### src/rtl/alu_op_sequencer_pkg.sv
`default_nettype none
// ----------------------------------------------------------------------------
// alu_pkg: ALU opcode encoding, legality/carry helpers, sequencer states. Rev 1.0
// ----------------------------------------------------------------------------
package alu_pkg;

  localparam int unsigned DATA_W = 8;
  localparam int unsigned OP_W   = 4;

  typedef enum logic [OP_W-1:0] {
    OP_ADD  = 4'h1,
    OP_INC  = 4'h2,
    OP_SUB  = 4'h3,
    OP_DEC  = 4'h4,
    OP_MIN  = 4'h6,
    OP_MAX  = 4'h7,
    OP_ROR  = 4'h8,
    OP_ROL  = 4'h9,
    OP_LSR  = 4'hA,
    OP_LSL  = 4'hB,
    OP_ASR  = 4'hC,
    OP_LSL1 = 4'hD
  } alu_op_t;

  typedef enum logic [1:0] {
    ST_IDLE = 2'd0,
    ST_EXEC = 2'd1,
    ST_RESP = 2'd2
  } seq_state_t;

  // Opcodes the external ALU defines a result for; anything else is never issued.
  function automatic logic alu_op_legal(input logic [OP_W-1:0] op);
    case (op)
      OP_ADD, OP_INC, OP_SUB, OP_DEC,
      OP_MIN, OP_MAX,
      OP_ROR, OP_ROL,
      OP_LSR, OP_LSL, OP_ASR, OP_LSL1: return 1'b1;
      default:                         return 1'b0;
    endcase
  endfunction

  function automatic logic alu_op_has_carry(input logic [OP_W-1:0] op);
    return (op == OP_ADD) || (op == OP_INC) || (op == OP_SUB) || (op == OP_DEC);
  endfunction

endpackage
`default_nettype wire

### src/rtl/alu_op_sequencer_if.sv
`default_nettype none
// ----------------------------------------------------------------------------
// alu_op_sequencer_if: command and response channels of the sequencer. Rev 1.0
// ----------------------------------------------------------------------------
interface alu_op_sequencer_if #(
  parameter int AW    = 2,
  parameter int CNT_W = 3
);

  logic             cmd_valid;
  logic             cmd_ready;
  logic [3:0]       cmd_op;
  logic [AW-1:0]    cmd_dst;
  logic [AW-1:0]    cmd_srca;
  logic [AW-1:0]    cmd_srcb;
  logic [CNT_W-1:0] cmd_cnt;

  logic             rsp_valid;
  logic             rsp_ready;
  logic [7:0]       rsp_data;
  logic             rsp_carry;
  logic             rsp_err;

  modport master (
    output cmd_valid, cmd_op, cmd_dst, cmd_srca, cmd_srcb, cmd_cnt,
    input  cmd_ready,
    input  rsp_valid, rsp_data, rsp_carry, rsp_err,
    output rsp_ready
  );

  modport slave (
    input  cmd_valid, cmd_op, cmd_dst, cmd_srca, cmd_srcb, cmd_cnt,
    output cmd_ready,
    output rsp_valid, rsp_data, rsp_carry, rsp_err,
    input  rsp_ready
  );

endinterface
`default_nettype wire

### src/rtl/alu_op_sequencer_regfile.sv
`default_nettype none
// ----------------------------------------------------------------------------
// alu_seq_regfile: NREG x 8 operand registers, two read ports, one merged write. Rev 1.0
// ----------------------------------------------------------------------------
module alu_seq_regfile #(
  parameter int NREG = 4,
  parameter int AW   = $clog2(NREG)
) (
  input  wire logic          clk,
  input  wire logic          rst_n,
  input  wire logic [AW-1:0] rd_addr_a,
  input  wire logic [AW-1:0] rd_addr_b,
  output logic      [7:0]    rd_data_a,
  output logic      [7:0]    rd_data_b,
  input  wire logic          seq_we,
  input  wire logic [AW-1:0] seq_addr,
  input  wire logic [7:0]    seq_data,
  input  wire logic          host_we,
  input  wire logic [AW-1:0] host_addr,
  input  wire logic [7:0]    host_data
);

  logic [7:0] regs [NREG];

  // Priority is resolved per register so a host write to a different
  // index in the same cycle as a sequencer write-back is still taken.
  always_ff @(posedge clk or negedge rst_n) begin
    if (!rst_n) begin
      for (int i = 0; i < NREG; i++) begin
        regs[i] <= '0;
      end
    end else begin
      for (int i = 0; i < NREG; i++) begin
        if (seq_we && (seq_addr == AW'(i))) begin
          regs[i] <= seq_data;
        end else if (host_we && (host_addr == AW'(i))) begin
          regs[i] <= host_data;
        end
      end
    end
  end

  assign rd_data_a = regs[rd_addr_a];
  assign rd_data_b = regs[rd_addr_b];

endmodule
`default_nettype wire

### src/rtl/alu_op_sequencer.sv
`default_nettype none
// ----------------------------------------------------------------------------
// alu_op_sequencer: iterates one ALU opcode over latched operands, writes back, responds. Rev 1.0
// ----------------------------------------------------------------------------
module alu_op_sequencer
  import alu_pkg::*;
#(
  parameter int NREG  = 4,
  parameter int AW    = $clog2(NREG),
  parameter int CNT_W = 3
) (
  input  wire logic             clk,
  input  wire logic             rst_n,
  alu_op_sequencer_if.slave     cmd_bus,
  input  wire logic             wr_en,
  input  wire logic [AW-1:0]    wr_addr,
  input  wire logic [7:0]       wr_data,
  output logic      [3:0]       alu_c,
  output logic      [7:0]       alu_a,
  output logic      [7:0]       alu_b,
  input  wire logic [7:0]       alu_s,
  input  wire logic             alu_cout
);

  seq_state_t       state;
  logic [AW-1:0]    dst_q;
  logic [CNT_W-1:0] cnt_q;
  logic [CNT_W-1:0] iter_q;
  logic [3:0]       op_q;
  logic [7:0]       work_q;
  logic [7:0]       opb_q;

  logic             cmd_ready_q;
  logic             rsp_valid_q;
  logic [7:0]       rsp_data_q;
  logic             rsp_carry_q;
  logic             rsp_err_q;

  logic [7:0]       rd_a;
  logic [7:0]       rd_b;
  logic             last_iter;
  logic             seq_we;

  assign last_iter = (iter_q == cnt_q);
  assign seq_we    = (state == ST_EXEC) && last_iter;

  alu_seq_regfile #(
    .NREG (NREG),
    .AW   (AW)
  ) u_rf (
    .clk       (clk),
    .rst_n     (rst_n),
    .rd_addr_a (cmd_bus.cmd_srca),
    .rd_addr_b (cmd_bus.cmd_srcb),
    .rd_data_a (rd_a),
    .rd_data_b (rd_b),
    .seq_we    (seq_we),
    .seq_addr  (dst_q),
    .seq_data  (alu_s),
    .host_we   (wr_en),
    .host_addr (wr_addr),
    .host_data (wr_data)
  );

  // op_q/work_q/opb_q double as the ALU drive registers: they hold the
  // command only while in EXEC and are zero otherwise.
  always_ff @(posedge clk or negedge rst_n) begin
    if (!rst_n) begin
      state       <= ST_IDLE;
      dst_q       <= '0;
      cnt_q       <= '0;
      iter_q      <= '0;
      op_q        <= '0;
      work_q      <= '0;
      opb_q       <= '0;
      cmd_ready_q <= 1'b0;
      rsp_valid_q <= 1'b0;
      rsp_data_q  <= '0;
      rsp_carry_q <= 1'b0;
      rsp_err_q   <= 1'b0;
    end else begin
      case (state)
        ST_IDLE: begin
          if (cmd_bus.cmd_valid && cmd_ready_q) begin
            cmd_ready_q <= 1'b0;
            dst_q       <= cmd_bus.cmd_dst;
            cnt_q       <= cmd_bus.cmd_cnt;
            iter_q      <= '0;
            if (alu_op_legal(cmd_bus.cmd_op)) begin
              state  <= ST_EXEC;
              op_q   <= cmd_bus.cmd_op;
              work_q <= rd_a;
              opb_q  <= rd_b;
            end else begin
              state       <= ST_RESP;
              rsp_valid_q <= 1'b1;
              rsp_err_q   <= 1'b1;
              rsp_data_q  <= '0;
              rsp_carry_q <= 1'b0;
            end
          end else begin
            cmd_ready_q <= 1'b1;
          end
        end

        ST_EXEC: begin
          if (last_iter) begin
            state       <= ST_RESP;
            rsp_valid_q <= 1'b1;
            rsp_data_q  <= alu_s;
            rsp_carry_q <= alu_op_has_carry(op_q) ? alu_cout : 1'b0;
            rsp_err_q   <= 1'b0;
            op_q        <= '0;
            work_q      <= '0;
            opb_q       <= '0;
          end else begin
            work_q <= alu_s;
            iter_q <= iter_q + CNT_W'(1);
          end
        end

        ST_RESP: begin
          if (cmd_bus.rsp_ready) begin
            state       <= ST_IDLE;
            cmd_ready_q <= 1'b1;
            rsp_valid_q <= 1'b0;
            rsp_data_q  <= '0;
            rsp_carry_q <= 1'b0;
            rsp_err_q   <= 1'b0;
          end
        end

        default: begin
          state <= ST_IDLE;
        end
      endcase
    end
  end

  assign cmd_bus.cmd_ready = cmd_ready_q;
  assign cmd_bus.rsp_valid = rsp_valid_q;
  assign cmd_bus.rsp_data  = rsp_data_q;
  assign cmd_bus.rsp_carry = rsp_carry_q;
  assign cmd_bus.rsp_err   = rsp_err_q;

  assign alu_c = op_q;
  assign alu_a = work_q;
  assign alu_b = opb_q;

endmodule
`default_nettype wire

### src/flat_wrapper.sv
// flat-port wrapper written by rule: the top's interface ports become plain ports
module alu_op_sequencer_flat import alu_pkg::*;
#(
  parameter int NREG  = 4,
  parameter int AW    = $clog2(NREG),
  parameter int CNT_W = 3
)
  (clk, rst_n, wr_en, wr_addr, wr_data, alu_c, alu_a, alu_b, alu_s, alu_cout, cmd_bus_cmd_valid, cmd_bus_cmd_op, cmd_bus_cmd_dst, cmd_bus_cmd_srca, cmd_bus_cmd_srcb, cmd_bus_cmd_cnt, cmd_bus_cmd_ready, cmd_bus_rsp_valid, cmd_bus_rsp_data, cmd_bus_rsp_carry, cmd_bus_rsp_err, cmd_bus_rsp_ready);
  alu_op_sequencer_if #(.AW(AW), .CNT_W(CNT_W)) cmd_bus_i ();
  input  wire logic clk;
  input  wire logic rst_n;
  input  wire logic wr_en;
  input  wire logic [AW-1:0] wr_addr;
  input  wire logic [7:0] wr_data;
  output logic      [3:0] alu_c;
  output logic      [7:0] alu_a;
  output logic      [7:0] alu_b;
  input  wire logic [7:0] alu_s;
  input  wire logic alu_cout;
  input wire logic [$bits(cmd_bus_i.cmd_valid)-1:0] cmd_bus_cmd_valid;
  input wire logic [$bits(cmd_bus_i.cmd_op)-1:0] cmd_bus_cmd_op;
  input wire logic [$bits(cmd_bus_i.cmd_dst)-1:0] cmd_bus_cmd_dst;
  input wire logic [$bits(cmd_bus_i.cmd_srca)-1:0] cmd_bus_cmd_srca;
  input wire logic [$bits(cmd_bus_i.cmd_srcb)-1:0] cmd_bus_cmd_srcb;
  input wire logic [$bits(cmd_bus_i.cmd_cnt)-1:0] cmd_bus_cmd_cnt;
  output wire logic [$bits(cmd_bus_i.cmd_ready)-1:0] cmd_bus_cmd_ready;
  output wire logic [$bits(cmd_bus_i.rsp_valid)-1:0] cmd_bus_rsp_valid;
  output wire logic [$bits(cmd_bus_i.rsp_data)-1:0] cmd_bus_rsp_data;
  output wire logic [$bits(cmd_bus_i.rsp_carry)-1:0] cmd_bus_rsp_carry;
  output wire logic [$bits(cmd_bus_i.rsp_err)-1:0] cmd_bus_rsp_err;
  input wire logic [$bits(cmd_bus_i.rsp_ready)-1:0] cmd_bus_rsp_ready;
  assign cmd_bus_i.cmd_valid = cmd_bus_cmd_valid;
  assign cmd_bus_i.cmd_op = cmd_bus_cmd_op;
  assign cmd_bus_i.cmd_dst = cmd_bus_cmd_dst;
  assign cmd_bus_i.cmd_srca = cmd_bus_cmd_srca;
  assign cmd_bus_i.cmd_srcb = cmd_bus_cmd_srcb;
  assign cmd_bus_i.cmd_cnt = cmd_bus_cmd_cnt;
  assign cmd_bus_cmd_ready = cmd_bus_i.cmd_ready;
  assign cmd_bus_rsp_valid = cmd_bus_i.rsp_valid;
  assign cmd_bus_rsp_data = cmd_bus_i.rsp_data;
  assign cmd_bus_rsp_carry = cmd_bus_i.rsp_carry;
  assign cmd_bus_rsp_err = cmd_bus_i.rsp_err;
  assign cmd_bus_i.rsp_ready = cmd_bus_rsp_ready;
  alu_op_sequencer #(.NREG(NREG), .AW(AW), .CNT_W(CNT_W)) u_core (.clk(clk), .rst_n(rst_n), .cmd_bus(cmd_bus_i), .wr_en(wr_en), .wr_addr(wr_addr), .wr_data(wr_data), .alu_c(alu_c), .alu_a(alu_a), .alu_b(alu_b), .alu_s(alu_s), .alu_cout(alu_cout));
endmodule
### config.mk
export PLATFORM = sky130hd
export DESIGN_NAME = alu_op_sequencer_flat
export DESIGN_NICKNAME = d
export VERILOG_FILES = /design/src/rtl/alu_op_sequencer_pkg.sv /design/src/rtl/alu_op_sequencer_if.sv /design/src/rtl/alu_op_sequencer_regfile.sv /design/src/rtl/alu_op_sequencer.sv /design/src/flat_wrapper.sv
export SDC_FILE = /design/constraint.sdc
export NUM_CORES = 1
export LEC_CHECK = 0
export BUFFER_PORTS_ARGS = -buffer_cell sky130_fd_sc_hd__clkbuf_2
export CAP_MARGIN = 40
export CORE_ASPECT_RATIO = 1.2
export CORE_MARGIN = 2
export CORE_UTILIZATION = 30
export CTS_BUF_LIST = sky130_fd_sc_hd__clkbuf_8
export DETAILED_ROUTE_END_ITERATION = 10
export GPL_ROUTABILITY_DRIVEN = 0
export HOLD_SLACK_MARGIN = 0.1
export PLACE_DENSITY = 0.53
export REMOVE_ABC_BUFFERS = 1
export SLEW_MARGIN = 25
export SYNTH_ARGS = -nofsm -noshare
export SYNTH_HDL_FRONTEND = slang
export SYNTH_SLANG_ARGS = --single-unit
### constraint.sdc
create_clock -name clk -period 2.7 [get_ports clk]
set_input_delay 0.27 -clock clk [delete_from_list [all_inputs] [get_ports clk]]
set_output_delay 0.27 -clock clk [all_outputs]
set_load 0.05 [all_outputs]
Yosys cells after proc, flatten, opt, wreduce, memory -nomap -nowiden
Memory sizes are Yosys's and may differ from the RTL's.
Cells that the tools add are included.
W data, S select, Z words.
{ "word_totals": {"reg_bits": 74, "romBits": 16, "in_bits": 37, "mem_count": 1} }
{ "op_classes": {"add_sub_neg": 1, "magnitude_cmp": 2, "eq_ne": 19, "mux": 56, "bitwise": 2, "reduce_logical": 30} }
{ "mem_list": {"columns": ["name", "depth", "word_bits", "rd", "rd_clocked_by_memory_dff", "write_ports", "line", "rtl"], "rows": [
  ["(name not given)", 16, 1, 1, 0, 0, "alu_op_sequencer_pkg.sv:33", "case (op)"]
]} }
{ "ops": {"columns": ["operator", "count"], "rows": [
  ["$mux W8", 22],
  ["$bmux W8 S2", 2],
  ["$pmux W8 S2", 2],
  ["$pmux W8 S3", 1],
  ["$mux W1", 13],
  ["$mux W4", 3],
  ["$reduce_bool A2 Y1", 6],
  ["$eq A2 B2 Y1 const B", 5],
  ["$logic_and A1 B1 Y1", 10],
  ["$pmux W1 S3", 3],
  ["$reduce_and A3 Y1", 3],
  ["$eq A4 B2 Y1 const B", 2],
  ["$mux W2", 4],
  ["$pmux W4 S2", 1],
  ["$eq A2 B1 Y1 const B", 3],
  ["$ge A3 B3 Y1 const B", 2],
  ["$logic_not A2 Y1", 3],
  ["$mux W3", 2],
  ["$ne A2 B1 Y1 const B", 3],
  ["$ne A2 B2 Y1 const B", 3],
  ["$not A2 Y3", 2],
  ["$pmux W2 S3", 1],
  ["$pmux W3 S2", 1],
  ["$reduce_and A5 Y1", 1],
  ["other kinds (9)", 12]
]} }

Longest topological paths before layout
Gate-level depths: netlist of the first run.
{ "logic_depth": {"depth_word": 7, "mapped_depth": 8, "depth_no_buf": 6} }

Hierarchy
From an unflattened synthesis of the first run, not the netlist that was laid out.
{ "unflattened": {"hier_cells": 379, "hier_area_um2": 4027.6} }
{ "modules_own_cells": {"columns": ["mod", "n_inst", "cells_each", "area_each_um2", "seq_area_each_um2"], "rows": [
  ["alu_op_sequencer", 1, 175, 2045.7, 1051.0],
  ["alu_seq_regfile", 1, 204, 1981.9, 800.8]
]} }

Least setup slack after synthesis of the first run
Ideal clock, no wire load.
{ "synth_timing": {"path_kind": "register to register", "start": "register u_core.cmd_ready_q, in the netlist u_core.cmd_bus.cmd_ready", "end": "register u_core.opb_q[2], in the netlist u_core.alu_b[2]", "setup_time_ns": 0.121, "arrival_ns": 2.138, "required_ns": 2.579, "slack_ns": 0.441, "stages_incl_launch_ff": 6, "path_buffers": 1, "period_less_slack_ns": 2.259, "cell_sequence": "dfrtp_1 nand3_2 o41ai_4 a21bo_2 buf_2 a22o_1"} }
{ "synth_via": {"elab_chain_len": 3} }
{ "synth_rtl": {"columns": ["item", "line", "rtl"], "rows": [
  ["from (decl)", "alu_op_sequencer.sv:33", "logic cmd_ready_q;"],
  ["from (signal assigned)", "alu_op_sequencer.sv:76", "cmd_ready_q <= 1'b0;"],
  ["from (signal assigned)", "alu_op_sequencer.sv:85", "cmd_ready_q <= 1'b0;"],
  ["from (signal assigned)", "alu_op_sequencer.sv:102", "cmd_ready_q <= 1'b1;"],
  ["$logic_and A1 B1 Y1", "alu_op_sequencer.sv:84", "if (cmd_bus.cmd_valid && cmd_ready_q) begin"],
  ["$ne A2 B1 Y1 (no line)", null, null],
  ["$reduce_and A4 Y1 (no line)", null, null],
  ["to (signal assigned)", "alu_op_sequencer.sv:93", "opb_q <= rd_b;"],
  ["to (decl)", "alu_op_sequencer.sv:31", "logic [7:0] opb_q;"]
]} }
Every way passes these cells.
A chain may end at the register's enable or synchronous reset.

Worst setup path in the final report of the first run
{ "layout_timing": {"start": "register u_core.state[0]", "end": "register u_core.rsp_valid_q, in the netlist u_core.cmd_bus.rsp_valid"} }
{ "layout_via": {"elab_chain_len": 3, "word_cells_on_any_way": 10} }
{ "layout_rtl": {"columns": ["item", "line", "rtl"], "rows": [
  ["from (decl)", "alu_op_sequencer.sv:25", "seq_state_t state;"],
  ["from (signal assigned)", "alu_op_sequencer.sv:69", "state <= ST_IDLE;"],
  ["from (signal assigned)", "alu_op_sequencer.sv:90", "state <= ST_EXEC;"],
  ["from (signal assigned)", "alu_op_sequencer.sv:95", "state <= ST_RESP;"],
  ["$eq A2 B1 Y1 (tied with other cells)", "alu_op_sequencer.sv:82", "case (state)"],
  ["$ne A2 B1 Y1 (no line) (tied with other cells)", null, null],
  ["$reduce_and A5 Y1 (no line)", null, null],
  ["to (signal assigned)", "alu_op_sequencer.sv:77", "rsp_valid_q <= 1'b0;"],
  ["to (signal assigned)", "alu_op_sequencer.sv:96", "rsp_valid_q <= 1'b1;"],
  ["to (signal assigned)", "alu_op_sequencer.sv:109", "rsp_valid_q <= 1'b1;"],
  ["to (decl)", "alu_op_sequencer.sv:34", "logic rsp_valid_q;"]
]} }
Parallel ways exist; a longest one is shown, timed or not.

==> results of run 1 <==
-- worst max-delay path by stage --
| stage | startpoint | end | cells after the start |
|---|---|---|---|
| finish | u_core.state[0] | u_core.cmd_bus.rsp_valid | 6 |
| floorplan | u_core.state[1] | u_core.u_rf.regs[0] | 5 |
| global placement | u_core.state[1] | u_core.cmd_bus.rsp_valid | 5 |
| global route | u_core.state[0] | u_core.cmd_bus.rsp_valid | 5 |
| detailed placement | u_core.state[0] | u_core.cmd_bus.rsp_valid | 5 |
| CTS | u_core.state[0] | u_core.cmd_bus.rsp_valid | 5 |
-- registers in the layout (all words and copies together) (netlist names) --
name and flops:
u_core.iter_q 3, u_core.cnt_q 3, u_core.cmd_bus.cmd_ready 1, u_core.state 2
u_core.alu_b 8, u_core.dst_q 2, u_core.cmd_bus.rsp_data 8, u_core.cmd_bus.rsp_err 1
u_core.cmd_bus.rsp_valid 1, u_core.cmd_bus.rsp_carry 1, u_core.alu_c 4, u_core.alu_a 8
u_core.u_rf.regs 32
-- cell type report --
| class | count | area (um2) | area share |
|---|---|---|---|
| Multi-Input combinational cell | 238 | 1968 | 0.4177 |
| Sequential cell | 74 | 1852 | 0.3930 |
| Timing Repair Buffer | 79 | 440.4 | 0.09347 |
| Tap cell | 164 | 205.2 | 0.04355 |
| Clock buffer | 10 | 137.6 | 0.02921 |
| Clock inverter | 6 | 90.09 | 0.01912 |
| Inverter | 5 | 18.77 | 0.003983 |
-- critical path, stage by stage, from the launching register on --
cell and delay (ns):
dfrtp_1 0.42, inv_1 0.10, ha_1 0.29, a21bo_2 0.27
o21ai_0 0.17, a2111o_1 0.70, mux2_2 0.41
-- routing by layer --
layer  share of wire  vias to the layer above
li1                -                     1374
met1            0.44                     1443
met2            0.51                       65
met3           0.037                        7
met4          0.0098                        0
met5               0                        -
-- cell families (layout without fill, tap and decap cells) --
family,after synthesis,after routing,share of synthesized area
adder cells (fa/ha/maj),5,5,0.01601
multiplexers,67,67,0.2369
flip-flops,74,74,0.4738
AO/OA/AOI/OAI,77,77,0.1248
buffers and inverters,26,100,0.02753
XOR/XNOR,4,4,0.008962
AND/OR/NAND/NOR,85,85,0.1120
-- stage by stage --
stage / hold WS [ns] / power (mW)
detailed placement: 0.2759 / 4.889
finish: 0.1516 / 5.850
CTS: 0.1357 / 5.901
global route: 0.1412 / 6.238
global placement: 0.4893 / 4.824
floorplan: -0.02559 / 4.062
-- where the power goes --
part	switching, mW	total, mW	internal [mW]
Combinational	1.74	2.84	1.10
Sequential	0.391	2.02	1.63
Clock	0.445	0.992	0.547
Total	2.57	5.85	3.28
-- cell usage in the layout, fill, tap and decap left out, types with 2 or more instances in the layout --
| cell type | count |
|---|---|
| nor2_1 | 18 |
| a21oi_1 | 26 |
| clkinv_4 | 2 |
| nor3b_1 | 2 |
| mux4_2 | 16 |
| o21ai_0 | 29 |
| mux2_2 | 8 |
| buf_4 | 10 |
| nand3_1 | 2 |
| ha_1 | 5 |
| nand2_1 | 27 |
| bufinv_16 | 2 |
| dfrtp_1 | 74 |
| clkbuf_8 | 10 |
| and3_1 | 2 |
| or3_1 | 2 |
| clkbuf_2 | 67 |
| mux2_4 | 9 |
| inv_1 | 5 |
| xor2_1 | 4 |
| and2_1 | 8 |
| nor2b_1 | 8 |
| a22o_1 | 14 |
| nor4_2 | 3 |
| nor3_1 | 2 |
| nand3b_1 | 4 |
| mux2i_1 | 34 |
| a21bo_2 | 2 |
==> run metrics, run 1 <==
I/O Buffers=slightly below 70; Worst EP arrival=roughly 2.7 ns; fillers=around 1200; category of the critical setup timing path=flop to flop; cell count of the worst reg-to-reg path=6; Mapped Area=between 3000 and 4000 um2; Slew @ Worst Pin=slightly above 0.8 ns; fin crit share=0.9195; Root Buffer=clkbuf_8; Starting Density=0.3085; Vias/cell=~5.0; vias in the first global route=between 2000 and 3000; Peak VDD IR=0.4311 mV; post-route minimum period=~2.5 ns; synthesized instance count=about 340; worst setup margin=~0.22 ns; GR peak layer=met2; FF-to-FF Start=u_core.state[0]; post-route core utilization=0.3720; core outline area=~13000 um2; FP Rows=45; Hold Path Origin=cmd_bus_cmd_dst[0]; max_cap viols=0; via count=2889; final layout net count=~450; Ys Warns=0; Hold Fails Final Rpt=0; fraction of layout cells with a size suffix above 1=0.3301; Worst Path Required=2.94 ns; drt pass-1 iters=4; hold depth=2; WL final=between 10 and 15 mm; Hold-fix buffers, CTS=1; met3 Track Usage GR=0.03169; gr usage total=0.1598; R2R Path End=u_core.cmd_bus.rsp_valid; met1 track demand over resource=0.2015; H-tree Lvls=3; setup total negative slack=0 ns; WL/cell=about 18 um; Remaining DRCs=0; CTS tree=done; Max Root-Sink Buffers=2; worst skew pair latency=0.36 ns; Area Overhead vs Synth=20.55%; initial DRC count=roughly 150; Chip Height=between 100 and 150 um; maximum clock rate=402.8 MHz; Slew Limit Fails=0; worst reg-to-reg setup slack=roughly 0.22 ns; register area share after synthesis=0.4738; Unique masters post-synth=39; Leakage=between 2 and 2.5 nW; dpl cell area=about 4500 um2; Min-Delay Path Class=input port to flop; Die Wd=~110 um; hold endpoint=u_core.dst_q[0]; cell taking the most area after synthesis=dfrtp_1; TritonCTS Buffers=9; ys async rst share=1.000; status=complete, no violations; skew final=0.01092 ns; Slew HR=0.4589; top flip-flop cell by instance count after synthesis=dfrtp_1; Seq cells post-synth=74; Synth top area share=0.4738; largest net degree at the start of global routing=39; critical path capture point type=flop; Die ar.=about 14000 um2; Antenna diodes=0; RSZ-0062 raised after global routing=no; pwr dens=between 1000 and 1500 nW/um2; Detail Route Antenna Nets=0; Sink Count=between 70 and 80; post_cts resized=0; top-level I/O count=69; mean area per synthesized cell=approximately 12 um2; Design Area, Final=4712 um2; antenna violations before repair=0; most common cell in the netlist=dfrtp_1; most frequent cells after synthesis=dfrtp_1 (74), mux2i_1 (34), o21ai_0 (29), nand2_1 (27), a21oi_1 (26); top post-synthesis cells by area=dfrtp_1 (47%), mux4_2 (9.2%), mux2i_1 (8.7%); clk slew on worst S/H paths=roughly 0.09 ns; M2 GR Usage=0.2764; final cell count without fillers=576; Post-CTS Repair Setup Buffers=0; CP Launch Type=flop; maximum fanout along the worst path=11; count of final setup violators=0; EDFF count, synth=0; Setup WS pre-CTS=approximately 0.22 ns; placed insts=around 560; first-pass GRT wire length=around 16 mm; GRT overflow=0; post-DP HPWL=around 7.2 mm
Note: power is estimated with default switching activity, not from simulation.
==> inputs of run 2 (changes only) <==
==> constraint.sdc (replaced) <==
create_clock -name clk -period 2.7 [get_ports clk]
set_input_delay 0.135 -clock clk [delete_from_list [all_inputs] [get_ports clk]]
set_output_delay 0.135 -clock clk [all_outputs]
set_load 0.05 [all_outputs]
==> run metrics, run 2 (synthesis results as in run 1) <==
status=complete, no violations; Root Buffer=clkbuf_8; Starting Density=0.3085 (unchanged); met1 track demand over resource=0.1985 (-0.003074); Post-CTS Repair Setup Buffers=0 (unchanged); Critical Path Start=u_core.state[1]; Detail Route Antenna Nets=0 (unchanged); Area Overhead vs Synth=24.17%; clk slew on worst S/H paths=0.08 ns (about the same); largest net degree at the start of global routing=51 (+31%); post_cts resized=0 (unchanged); Leakage=2.283 nW (+2.8%); Remaining DRCs=0 (unchanged); placed insts=559 (unchanged); pwr dens=1167 nW/um2 (-6.0%); WL/cell=17.80 um (-2.6%); Hold Fails Final Rpt=0 (unchanged); Die Wd=108.2 um (unchanged); Total Power=5.662 mW (-3.2%); core outline area=12670 um2 (unchanged); FF-to-FF Start=u_core.state[1]; CP max-delay cell=a2111o_1; WHS=0.1205 ns (-0.03115 ns); top-level I/O count=69 (unchanged); final layout net count=467 (+4.0%); Cell Chain, Critical Path=inv_1, ha_1, nor4b_1, a2111o_1, mux2_2; gr usage total=0.1589 (-0.0009001); Die ar.=13960 um2 (unchanged); post-route core utilization=0.3831 (+0.01116); fin crit share=0.8835 (-0.03598); final cell count without fillers=594 (+3.1%); Max stage delay on crit path=0.67 ns (-0.03 ns); highest-count cells in the layout ignoring fill and taps=dfrtp_1 (74), clkbuf_2 (67), mux2i_1 (34); Vias/cell=5.030 (+0.29%); initial DRC count=174 (+18%); fillers=1249 (+0.64%); H-tree Lvls=3 (unchanged); Slew @ Worst Pin=0.7384 ns (-0.07313 ns); setup total negative slack=0 ns (unchanged); first-pass GRT wire length=16.57 mm (+0.63%); met3 Track Usage GR=0.02364 (-0.008048); Min-Delay Path Class=input port to flop; M2 GR Usage=0.2771 (+0.0007399); Hold Path Origin=wr_data[0]; Sink Count=74 (unchanged); drt pass-1 iters=4 (unchanged); Top reg by flops=u_core.u_rf.regs; max_cap viols=0 (unchanged); worst skew pair latency=0.36 ns (about the same); max reg flops=32 (unchanged); count of final setup violators=0 (unchanged); Worst Path Buf+Inv=1 (unchanged); maximum clock rate=419.2 MHz (+4.1%); post-DP HPWL=7.240 mm (+0.97%); fraction of layout cells with a size suffix above 1=0.3140 (-0.01614); commonest non-fill, non-tap cell in the layout=dfrtp_1; CTS tree=done; FP Rows=45 (unchanged); CP Launch Type=flop; GRT overflow=0 (unchanged); skew final=0.009484 ns (-0.001437 ns); Peak VDD IR=0.4903 mV (+14%); Worst Path Required=2.94 ns (about the same); Chip Height=129.0 um (unchanged); TritonCTS Buffers=9 (unchanged); via count=2988 (+3.4%); vias in the first global route=3064 (+3.0%); Max Root-Sink Buffers=2 (unchanged); critical path capture point type=flop; Hold-fix buffers, CTS=19 (+18); I/O Buffers=68 (unchanged); Antenna diodes=0 (unchanged); Worst EP arrival=2.63 ns (-0.10 ns); Slew HR=0.5062 (+0.04729); antenna violations before repair=0 (unchanged); post-route minimum period=2.385 ns (-0.09713 ns); RSZ-0062 raised after global routing=no; category of the critical setup timing path=flop to flop; maximum fanout along the worst path=11 (unchanged); WL final=10.57 mm (+0.49%); GR peak layer=met2; Slew Limit Fails=0 (unchanged); CP top delay family=compound AO/OA/AOI/OAI gates
-- run 2: changes by cell type in the layout (fill, tap and decap cells not counted), sizes merged --
cell         before  now
dlygate4sd3       1   19
inv               5    6
bufinv            2    0
clkbuf           77   78
-- run 2: worst register-to-register path, delay by kind of cell, from the launching register on --
kind	cells	cell delay, ns
compound gates	1	0.67
simple gates	1	0.41
flops	1	0.41
mux	1	0.41
buf+inv	1	0.10
fa+ha+maj	1	0.29
-- run 2: area by class of cell --
class                   count  area [um2]  share of cell area
clock buffers              11       151.4             0.03119
clock inverters             5       30.03            0.006187
inverters                   5       18.77            0.003867
flip-flops and latches     74        1852              0.3815
repair buffers             97       628.1              0.1294
multi-input cells         238        1968              0.4055
well taps                 164       205.2             0.04228
-- run 2: layer usage --
layer / vias up / share of wire
met4: 0 / 0.016
met2: 74 / 0.51
li1: 1412 / -
met3: 11 / 0.050
met5: - / 0
met1: 1491 / 0.43
-- run 2: final timing paths --
kind,endpoint,slack (ns),depth (start not counted)
min reg2reg,u_core.cmd_bus.rsp_valid,0.51,1
max,u_core.cmd_bus.rsp_valid,0.31,5
max in group asynchronous,u_core.u_rf.regs[15],1.91,3
max reg2reg,u_core.cmd_bus.rsp_valid,0.31,5
min,u_core.u_rf.regs[0],0.12,3
min in group asynchronous,u_core.cmd_bus.rsp_valid,0.23,2
-- run 2: where the power goes --
group	total [mW]	switching, mW	internal, mW
clock	0.798	0.419	0.379
combinational	2.85	1.73	1.12
sequential	2.02	0.389	1.63
-- run 2: through the flow --
| step | setup WS [ns] | area (um2) |
|---|---|---|
| 5_1_grt | 0.1249 | 4853 |
| 3_5_place_dp | 0.2390 | 4482 |
| 6_report | 0.3146 | 4853 |
| 2_1_floorplan | 0.1004 | 3820 |
| 3_3_place_gp | 0.3658 | 4454 |
| 4_1_cts | 0.2336 | 4853 |
==> inputs of run 3 (changes only) <==
--- a/config.mk
+++ b/config.mk
@@ -6,15 +6,15 @@
 export NUM_CORES = 1
 export LEC_CHECK = 0
 export BUFFER_PORTS_ARGS = -buffer_cell sky130_fd_sc_hd__clkbuf_2
-export CAP_MARGIN = 40
+export CAP_MARGIN = 20
 export CORE_ASPECT_RATIO = 1.2
 export CORE_MARGIN = 2
-export CORE_UTILIZATION = 30
+export CORE_UTILIZATION = 35
 export CTS_BUF_LIST = sky130_fd_sc_hd__clkbuf_8
 export DETAILED_ROUTE_END_ITERATION = 10
 export GPL_ROUTABILITY_DRIVEN = 0
 export HOLD_SLACK_MARGIN = 0.1
-export PLACE_DENSITY = 0.53
+export PLACE_DENSITY = 0.59
 export REMOVE_ABC_BUFFERS = 1
 export SLEW_MARGIN = 25
 export SYNTH_ARGS = -nofsm -noshare
==> run metrics, run 3 (synthesis results as in run 1) <==
status=complete, no violations; maximum clock rate=424.8 MHz (+1.3%); max_cap viols=0 (unchanged); vias in the first global route=3010 (-1.8%); top-level I/O count=69 (unchanged); worst setup path endpoint=u_core.cmd_bus.rsp_valid; setup total negative slack=0 ns (unchanged); Hold-fix buffers, CTS=20 (+1); Gate power share=0.475 (-0.028); Antenna diodes=0 (unchanged); max reg flops=32 (unchanged); worst setup margin=0.3459 ns (+0.03131 ns); critical path capture point type=flop; first-pass GRT wire length=15.90 mm (-4.0%); Cell Chain, Critical Path=inv_1, ha_1, nor4b_1, a2111o_1, mux2_2; fillers=1038 (-17%); placed insts=527 (-5.7%); Remaining DRCs=0 (unchanged); final layout net count=468 (+0.21%); TritonCTS Buffers=9 (unchanged); worst reg-to-reg setup slack=0.35 ns (+0.03 ns); commonest non-fill, non-tap cell in the layout=dfrtp_1; sequential share of power=0.337 (-0.019); Root Buffer=clkbuf_8; Top reg by flops=u_core.u_rf.regs; cell depth of the worst setup path=5 (unchanged); Die Wd=100.5 um (-7.1%); RSZ-0062 raised after global routing=no; WL/cell=17.44 um (-2.0%); Sw Ratio=0.4261 (-0.02186); antenna violations before repair=0 (unchanged); skew final=0.01190 ns (+0.002412 ns); Critical Path Start=u_core.state[0]; Peak VDD IR=0.3940 mV (-20%); Slew HR=0.4375 (-0.06876); Total Power=5.955 mW (+5.2%); Worst EP arrival=2.61 ns (-0.02 ns); Min-Delay Path Class=input port to flop; clock share of power=0.188 (+0.047); Cell Int Power=3.418 mW (+9.3%); Sink Count=74 (unchanged); Worst Path Required=2.96 ns (+0.02 ns); post_cts resized=0 (unchanged); clk slew on worst S/H paths=0.08 ns (about the same); Slew Limit Fails=0 (unchanged); Detail Route Antenna Nets=0 (unchanged); Chip Height=119.8 um (-7.2%); via count=2951 (-1.2%); I/O Buffers=68 (unchanged); P_sw=2.538 mW (about the same); FF-to-FF Start=u_core.state[0]; Area Overhead vs Synth=25.13%; Leakage=2.317 nW (+1.5%); CP top delay family=compound AO/OA/AOI/OAI gates; post-route minimum period=2.354 ns (-0.03131 ns); pwr dens=1218 nW/um2 (+4.4%); Hold Fails Final Rpt=0 (unchanged); FP Rows=42 (-6.7%); Starting Density=0.3559 (+0.04735); fraction of layout cells with a size suffix above 1=0.3155 (+0.001592); Setup WS pre-CTS=0.3281 ns (+0.08906 ns); category of the critical setup timing path=flop to flop; Slew @ Worst Pin=0.8438 ns (+0.1054 ns); maximum fanout along the worst path=11 (unchanged); WHS=0.1139 ns (-0.006574 ns); GRT overflow=0 (unchanged); Worst Path Buf+Inv=1 (unchanged); CP max-delay cell=a2111o_1; Max Root-Sink Buffers=2 (unchanged); Vias/cell=5.242 (+4.2%); fin crit share=0.8719 (-0.01160); final cell count without fillers=563 (-5.2%); drt pass-1 iters=4 (unchanged); area of all sequential standard cells=1852 um2 (unchanged); CP Launch Type=flop; CTS tree=done; largest net degree at the start of global routing=41 (-20%); post-route core utilization=0.4453 (+0.06221); Design Area, Final=4891 um2 (+0.77%); worst skew pair latency=0.37 ns (about the same); gr usage total=0.1758 (+0.01694); core outline area=10980 um2 (-13%); H-tree Lvls=3 (unchanged); post-DP HPWL=6.905 mm (-4.6%); count of final setup violators=0 (unchanged); Post-CTS Repair Setup Buffers=0 (unchanged); highest-count cells in the layout ignoring fill and taps=dfrtp_1 (74), clkbuf_2 (67), mux2i_1 (34); Max stage delay on crit path=0.61 ns (-0.06 ns); dpl cell area=4432 um2 (-1.1%); cell count of the worst reg-to-reg path=5 (unchanged); initial DRC count=126 (-28%); R2R Path End=u_core.cmd_bus.rsp_valid; Multi-input gate area=1968 um2 (unchanged); WL final=9.816 mm (-7.1%); Die ar.=12030 um2 (-14%)
## run 3: worst min path at each step
stage                      endpoint       start  slack, ns  cells after the start
2_1_floorplan       u_core.alu_a[0]       rst_n      -0.16                      0
3_3_place_gp        u_core.cnt_q[1]       rst_n       0.30                      1
3_5_place_dp        u_core.cnt_q[2]       rst_n       0.30                      1
4_1_cts        u_core.u_rf.regs[20]  wr_data[4]       0.10                      3
5_1_grt        u_core.u_rf.regs[18]  wr_data[2]       0.11                      3
6_report       u_core.u_rf.regs[11]  wr_data[3]       0.11                      3
## run 3: area by class of cell
cell class | instances | area share
clock buffer | 11 | 0.03095
sequential | 74 | 0.3786
tap | 132 | 0.03377
multi-input combinational | 238 | 0.4024
timing repair buffer | 98 | 0.1284
inverter | 5 | 0.003837
clock inverter | 5 | 0.02200
## run 3: power groups by stage
stage	Sequential [mW]	Combinational, mW	Clock, mW
after floorplan	2.62	1.45	0
after global placement	2.00	2.77	0
after detailed placement	2.02	2.82	0
after CTS	2.01	2.85	1.14
after global routing	2.08	3.06	1.20
final	2.01	2.83	1.12
## run 3: metal layers
metal,share of wire,GRT usage,vias to the layer above
met1,0.44,0.2223,1472
met4,0.022,0.06678,0
met5,0,0,-
li1,-,-,1406
met3,0.034,0.04601,15
met2,0.50,0.2878,58
## run 3: worst reg2reg max path, cell delays in order (launching register included)
cell	delay [ns]
dfrtp_1	0.41
inv_1	0.10
ha_1	0.30
nor4b_1	0.42
a2111o_1	0.62
mux2_2	0.40
